[src/rtl/mmio_uart_tx.sv]
// Memory-mapped 8N1 UART transmitter with a byte FIFO, status register and drop-on-full overflow flag.
// Optional even-parity bit after the data bits when UART_PARITY_EN is defined.
module mmio_uart_tx #(
  parameter int unsigned CLKS_PER_BIT = 868,
  parameter int unsigned FIFO_DEPTH   = 8,
  parameter logic [31:0] BASE_ADDR    = 32'h0000_0100
) (
  input  logic        clk,
  input  logic        reset,
  input  logic        memwrite,
  input  logic [31:0] dataadr,
  input  logic [31:0] writedata,
  output logic        io_sel,
  output logic [31:0] io_rdata,
  output logic        txd
);

  localparam int unsigned   CW          = $clog2(CLKS_PER_BIT);
  localparam int unsigned   AW          = $clog2(FIFO_DEPTH);
  localparam int unsigned   PW          = AW + 1;
  localparam logic [31:0]   STATUS_ADDR = BASE_ADDR + 32'd4;
  localparam logic [CW-1:0] BAUD_RELOAD = CW'(CLKS_PER_BIT - 1);

  typedef enum logic [2:0] {
    S_IDLE,
    S_START,
    S_DATA,
`ifdef UART_PARITY_EN
    S_PARITY,
`endif
    S_STOP
  } state_t;

  // Bus decode
  logic w_hit_data;
  logic w_hit_status;
  logic w_push_req;
  logic w_ovf_clr;
  logic w_unused;

  assign w_hit_data   = (dataadr[31:2] == BASE_ADDR[31:2]);
  assign w_hit_status = (dataadr[31:2] == STATUS_ADDR[31:2]);
  assign w_push_req   = memwrite && w_hit_data;
  assign w_ovf_clr    = memwrite && w_hit_status && writedata[3];
  assign w_unused     = ^{dataadr[1:0], writedata[31:8]};

  // FIFO storage and pointers with an extra wrap bit
  logic [7:0]    r_mem [FIFO_DEPTH];
  logic [PW-1:0] r_wr_ptr;
  logic [PW-1:0] r_rd_ptr;
  logic          w_empty;
  logic          w_full;
  logic          w_push;
  logic          w_pop;
  logic [7:0]    w_head;

  assign w_empty = (r_wr_ptr == r_rd_ptr);
  assign w_full  = (r_wr_ptr[AW] != r_rd_ptr[AW]) &&
                   (r_wr_ptr[AW-1:0] == r_rd_ptr[AW-1:0]);
  // A pop in the same cycle frees the slot, so a full FIFO still accepts
  assign w_push  = w_push_req && (!w_full || w_pop);
  assign w_head  = r_mem[r_rd_ptr[AW-1:0]];

  always_ff @(posedge clk) begin
    if (w_push) begin
      r_mem[r_wr_ptr[AW-1:0]] <= writedata[7:0];
    end
  end

  always_ff @(posedge clk or negedge reset) begin
    if (!reset) begin
      r_wr_ptr <= '0;
      r_rd_ptr <= '0;
    end else begin
      if (w_push) begin
        r_wr_ptr <= r_wr_ptr + PW'(1);
      end
      if (w_pop) begin
        r_rd_ptr <= r_rd_ptr + PW'(1);
      end
    end
  end

  // Sticky overflow; a drop in the same cycle as a clear keeps it set
  logic r_ovf;

  always_ff @(posedge clk or negedge reset) begin
    if (!reset) begin
      r_ovf <= 1'b0;
    end else if (w_push_req && !w_push) begin
      r_ovf <= 1'b1;
    end else if (w_ovf_clr) begin
      r_ovf <= 1'b0;
    end
  end

  // Transmit FSM registers
  state_t        r_state;
  logic [CW-1:0] r_baud;
  logic [2:0]    r_bit_cnt;
  logic [7:0]    r_shift;
  logic          r_parity;
  logic          r_txd;

  state_t        w_state_next;
  logic [CW-1:0] w_baud_next;
  logic [2:0]    w_bit_next;
  logic [7:0]    w_shift_next;
  logic          w_parity_next;
  logic          w_txd_next;
  logic          w_baud_done;

  always_ff @(posedge clk or negedge reset) begin
    if (!reset) begin
      r_state   <= S_IDLE;
      r_baud    <= '0;
      r_bit_cnt <= '0;
      r_shift   <= '0;
      r_parity  <= 1'b0;
      r_txd     <= 1'b1;
    end else begin
      r_state   <= w_state_next;
      r_baud    <= w_baud_next;
      r_bit_cnt <= w_bit_next;
      r_shift   <= w_shift_next;
      r_parity  <= w_parity_next;
      r_txd     <= w_txd_next;
    end
  end

  // Next state; txd is computed from the next state so it lines up with it
  always_comb begin
    w_state_next  = r_state;
    w_baud_next   = r_baud;
    w_bit_next    = r_bit_cnt;
    w_shift_next  = r_shift;
    w_parity_next = r_parity;
    w_pop         = 1'b0;
    w_txd_next    = 1'b1;
    w_baud_done   = (r_baud == '0);

    if (r_state != S_IDLE) begin
      w_baud_next = w_baud_done ? BAUD_RELOAD : (r_baud - CW'(1));
    end

    case (r_state)
      S_IDLE: begin
        if (!w_empty) begin
          w_pop         = 1'b1;
          w_state_next  = S_START;
          w_baud_next   = BAUD_RELOAD;
          w_shift_next  = w_head;
          w_parity_next = ^w_head;
        end
      end
      S_START: begin
        if (w_baud_done) begin
          w_state_next = S_DATA;
          w_bit_next   = 3'd0;
        end
      end
      S_DATA: begin
        if (w_baud_done) begin
          w_shift_next = {1'b0, r_shift[7:1]};
          if (r_bit_cnt == 3'd7) begin
            w_bit_next   = 3'd0;
`ifdef UART_PARITY_EN
            w_state_next = S_PARITY;
`else
            w_state_next = S_STOP;
`endif
          end else begin
            w_bit_next = r_bit_cnt + 3'd1;
          end
        end
      end
`ifdef UART_PARITY_EN
      S_PARITY: begin
        if (w_baud_done) begin
          w_state_next = S_STOP;
        end
      end
`endif
      S_STOP: begin
        if (w_baud_done) begin
          if (!w_empty) begin
            w_pop         = 1'b1;
            w_state_next  = S_START;
            w_shift_next  = w_head;
            w_parity_next = ^w_head;
          end else begin
            w_state_next = S_IDLE;
            w_baud_next  = '0;
          end
        end
      end
      default: begin
        w_state_next = S_IDLE;
        w_baud_next  = '0;
        w_bit_next   = 3'd0;
      end
    endcase

    case (w_state_next)
      S_START:  w_txd_next = 1'b0;
      S_DATA:   w_txd_next = w_shift_next[0];
`ifdef UART_PARITY_EN
      S_PARITY: w_txd_next = w_parity_next;
`endif
      default:  w_txd_next = 1'b1;
    endcase
  end

  // Read port and outputs
  logic w_busy;

  assign w_busy   = (r_state != S_IDLE);
  assign io_sel   = (dataadr[31:3] == BASE_ADDR[31:3]);
  assign io_rdata = w_hit_status ? {28'b0, r_ovf, w_empty, w_full, w_busy} : 32'h0;
  assign txd      = r_txd;

endmodule

[config.mk]
export PLATFORM = sky130hd
export DESIGN_NAME = mmio_uart_tx
export DESIGN_NICKNAME = d
export VERILOG_FILES = /design/src/rtl/mmio_uart_tx.sv
export SDC_FILE = /design/constraint.sdc
export NUM_CORES = 1
export LEC_CHECK = 0
export ABC_AREA = 1
export CAP_MARGIN = 0
export CORE_ASPECT_RATIO = 0.9
export CORE_UTILIZATION = 45
export CTS_CLUSTER_DIAMETER = 30
export DETAILED_ROUTE_END_ITERATION = 12
export HOLD_SLACK_MARGIN = 0.05
export PLACE_DENSITY_LB_ADDON = 0.08
export REMOVE_ABC_BUFFERS = 1
export SYNTH_ARGS = -nofsm -noshare
export SYNTH_HDL_FRONTEND = slang
export SYNTH_SLANG_ARGS = --single-unit
export TNS_END_PERCENT = 10
[constraint.sdc]
create_clock -name clk -period 2.55 [get_ports clk]
set_clock_uncertainty 0.15 [all_clocks]
set_input_delay 0.51 -clock clk [delete_from_list [all_inputs] [get_ports clk]]
set_output_delay 0.51 -clock clk [all_outputs]
set_load 0.02 [all_outputs]
==> results of run 1 <==
[cells in the final DEF, fill, tap and decap left out, drive strengths merged, types with 9 or more instances in the layout]
| cell type | Yosys | final |
|---|---|---|
| a21oi | 11 | 11 |
| edfxtp | 64 | 64 |
| clkdlybuf4s50 | 0 | 21 |
| nand3 | 82 | 82 |
| conb | 1 | 29 |
| dlymetal6s2s | 0 | 20 |
| o21ai | 10 | 10 |
| nand2 | 171 | 171 |
| xor2 | 9 | 9 |
| dfrtp | 33 | 33 |
| nor2 | 59 | 59 |
| clkbuf | 5 | 9 |
| inv | 69 | 71 |
| buf | 38 | 48 |
[stage by stage]
step / TNS, ns / hold WS, ns
6_report: 0 / 0.341
5_1_grt: -0.00531 / 0.364
4_1_cts: -0.0109 / 0.338
3_5_place_dp: -12.57 / 0.320
3_3_place_gp: -11.02 / 0.318
2_1_floorplan: -2.61 / 0.0644
[state kept, by name (all words and copies together) (netlist names)]
| register | flops |
|---|---|
| r_mem | 64 |
| r_baud | 10 |
| r_shift | 8 |
| r_rd_ptr | 4 |
| r_wr_ptr | 4 |
| r_bit_cnt | 3 |
| r_state | 3 |
| r_ovf | 1 |
| txd | 1 |
[synthesized netlist by cell type, types with 2 or more instances]
cell type  count  area [sq um]
nand3_1       80           400
clkbuf_1       5          18.8
inv_2          9          33.8
a21oi_1       10          50.1
nor2_2         5          31.3
inv_1         59           221
buf_2          6          30.0
nand2_1      166           623
nand3_4        2          35.0
buf_4         30           225
nor2_4         5          56.3
a22oi_1        2          15.0
xor2_1         9          78.8
nand4_1        5          31.3
nand2_2        4          25.0
nor2_1        48           180
o211ai_1       6          45.0
nor3b_2        2          25.0
nor3_1         6          30.0
edfxtp_1      64          1920
o21ai_0        8          40.0
ha_1           5          62.6
buf_6          2          22.5
dfrtp_1       33           826
[worst paths after layout]
| check | start | end | depth (start not counted) |
|---|---|---|---|
| max | dataadr[25] | io_rdata[2] | 9 |
| min | r_ovf | r_ovf | 2 |
| max reg2reg | r_baud[0] | r_mem[0][4] | 11 |
| min reg2reg | r_ovf | r_ovf | 2 |
| max in group asynchronous | reset | txd | 2 |
| min in group asynchronous | reset | r_ovf | 2 |
[cell families after synthesis]
kind of cell	after synthesis	share of synthesized area, %
simple gates	327	28.8
buf+inv	112	10.9
flops	98	53.9
compound gates	30	3.64
xor+xnor	9	1.53
fa+ha+maj	5	1.21
other cells	1	0.0728
[routing by layer]
| layer | routed length [microns] | up-vias | share of wire [%] | track usage [%] |
|---|---|---|---|---|
| li1 | - | 2009 | - | - |
| met1 | 5490 | 1851 | 47 | 27.7 |
| met2 | 5320 | 111 | 46 | 33.4 |
| met3 | 698 | 13 | 6.0 | 5.59 |
| met4 | 178 | 0 | 1.5 | 7.59 |
| met5 | 0 | - | 0 | 0 |
[area by class of cell]
class / count / area (sq um) / share of cell area [%]
flip-flops and latches: 98 / 2770 / 44.0
multi-input cells: 400 / 1970 / 31.3
repair buffers: 89 / 822 / 13.0
inverters: 69 / 264 / 4.19
clock buffers: 9 / 225 / 3.57
well taps: 152 / 190 / 3.02
clock inverters: 7 / 53.8 / 0.854
[power by group through the flow]
| stage | sequential (W) | combinational, W | clock (W) |
|---|---|---|---|
| after CTS | 0.00176 | 0.000403 | 0.00130 |
| after floorplan | 0.00179 | 0.000245 | 0 |
| after global routing | 0.00176 | 0.000461 | 0.00136 |
| after global placement | 0.00179 | 0.000392 | 0 |
| after detailed placement | 0.00179 | 0.000399 | 0 |
| final | 0.00176 | 0.000410 | 0.00128 |
[repair_timing]
| item | 4_1_cts | 5_1_grt |
|---|---|---|
| pin swaps | 0 | 19 |
| gates resized for setup | 28 | 39 |
| hold endpoints to repair | 0 | 0 |
| setup buffers | 0 | 7 |
| endpoints found under the setup margin | 5 | 5 |
| cloned | 0 | 0 |
[critical path, delay by kind of cell]
kind	cells	cell delay, ns
buf+inv	4	0.69
simple gates	5	0.61
==> results_dict.tcl, run 1 <==
set metrics [dict create \
    swShare_pct 25.8 \
    r2r_slack_ns 0.30 \
    stdcell_area_sq_um 6300 \
    port_buffers 46 \
    num_antenna_cells 0 \
    internal_power_w 0.00255 \
    setup-violations-final 0 \
    critPathMaxStageDelay_ns 0.39 \
    clk_latency_ns 0.35 \
    worst-setup-path-type "in2out" \
    irDropWorstVdd_uv 569 \
    cp.required_ns 1.89 \
    grt_pass1_vias 3631 \
    grt_max_degree 35 \
    syn_inst 582 \
    fp.dieW_microns 115 \
    cts_sinks 98 \
    track_usage_pct 20.9 \
    fin_crit_ns 2.47 \
    drcViolationCount 0 \
    antenna_found_initial 0 \
    seq_area_frac_synth_pct 53.9 \
    wl_mm 11.7 \
    fp.dieH_microns 103 \
    arrival_ns 1.81 \
    layout.nets 739 \
    hp-class "reg2reg" \
    synth.avg_cell_area_sq_um 8.85 \
    syn2layout_area_growth_pct 22.4 \
    dieArea_sq_um 11900 \
    gp_congestion 0.863 \
    cts_inserted_buffers 9 \
    cp_max_fo 4 \
    synth_ff_type "edfxtp_1" \
    power.total_w 0.00344 \
    detail_route.iter0.violations 233 \
    synth.cell_area_sq_um 5150 \
    rows 36 \
    clk_transition_reported_paths_ns 0.07 \
    post_drt_wl_per_cell_microns 14.2 \
    synth_cell_types 35 \
    viasPerCell 4.83 \
    placed_cell_area_sq_um 5880 \
    start_util_pct 46.9 \
    drv_cap 0 \
    fin_crit_sh_pct 96.9 \
    fillers 999 \
    slew_viol_final 0 \
    status "complete, no violations" \
    p_clk_share_pct 37.0 \
    cts_root_buf "clkbuf_16" \
    vias 3984 \
    seqPwrFrac_pct 51.0 \
    slowest_stage "clkdlybuf4s50_1" \
    p_leak_nw 2.97 \
    layout_setup_ws_ns 0.0791 \
    synth_edf_count 64 \
    start_kind "input pin" \
    combPwrFrac_pct 11.9 \
    firstDrtPassIters 4 \
    yosys_warnings 0 \
    place_inst 801 \
    path_cells "clkdlybuf4s50_1 -> inv_1 -> nand3_1 -> nor2_1 -> nand3_1 -> nor2_2 -> inv_2 -> nor2_1 -> buf_4" \
    grt_pass1_wl_mm 18.3 \
    pre_cts_ws_ns -0.503 \
    final_hold_viol_count 0 \
    clockBufferDepth 2 \
    p_switching_w 0.000889 \
    cp-end-kind "primary output" \
    final_util_pct 57.3 \
    io-pin-count 101 \
    dp_hpwl_mm 7.91 \
    drive_gt1_share_pct 17.3 \
    coreArea_sq_um 11000 \
    fin_cells 824 \
    hold_buffers 0 \
    ys_seq_elements 98 \
    htreeDepth 3 \
    power_density_nw_per_um2 546 \
    ant_nets 0 \
    cts_tree "built" \
    gr-total-overflow 0 \
    fmax_mhz 405 \
    async_flop_share_pct 34.7 \
]
Power figures use the tool's default switching activity.
==> run 2, diff against run 1 <==
--- a/config.mk
+++ b/config.mk
@@ -11,6 +11,7 @@
 export CORE_UTILIZATION = 45
 export CTS_CLUSTER_DIAMETER = 30
 export DETAILED_ROUTE_END_ITERATION = 12
+export GPL_ROUTABILITY_DRIVEN = 0
 export HOLD_SLACK_MARGIN = 0.05
 export PLACE_DENSITY_LB_ADDON = 0.08
 export REMOVE_ABC_BUFFERS = 1
==> results of run 2 <==
Final layout, timing and power as in run 1 (identical DEF).
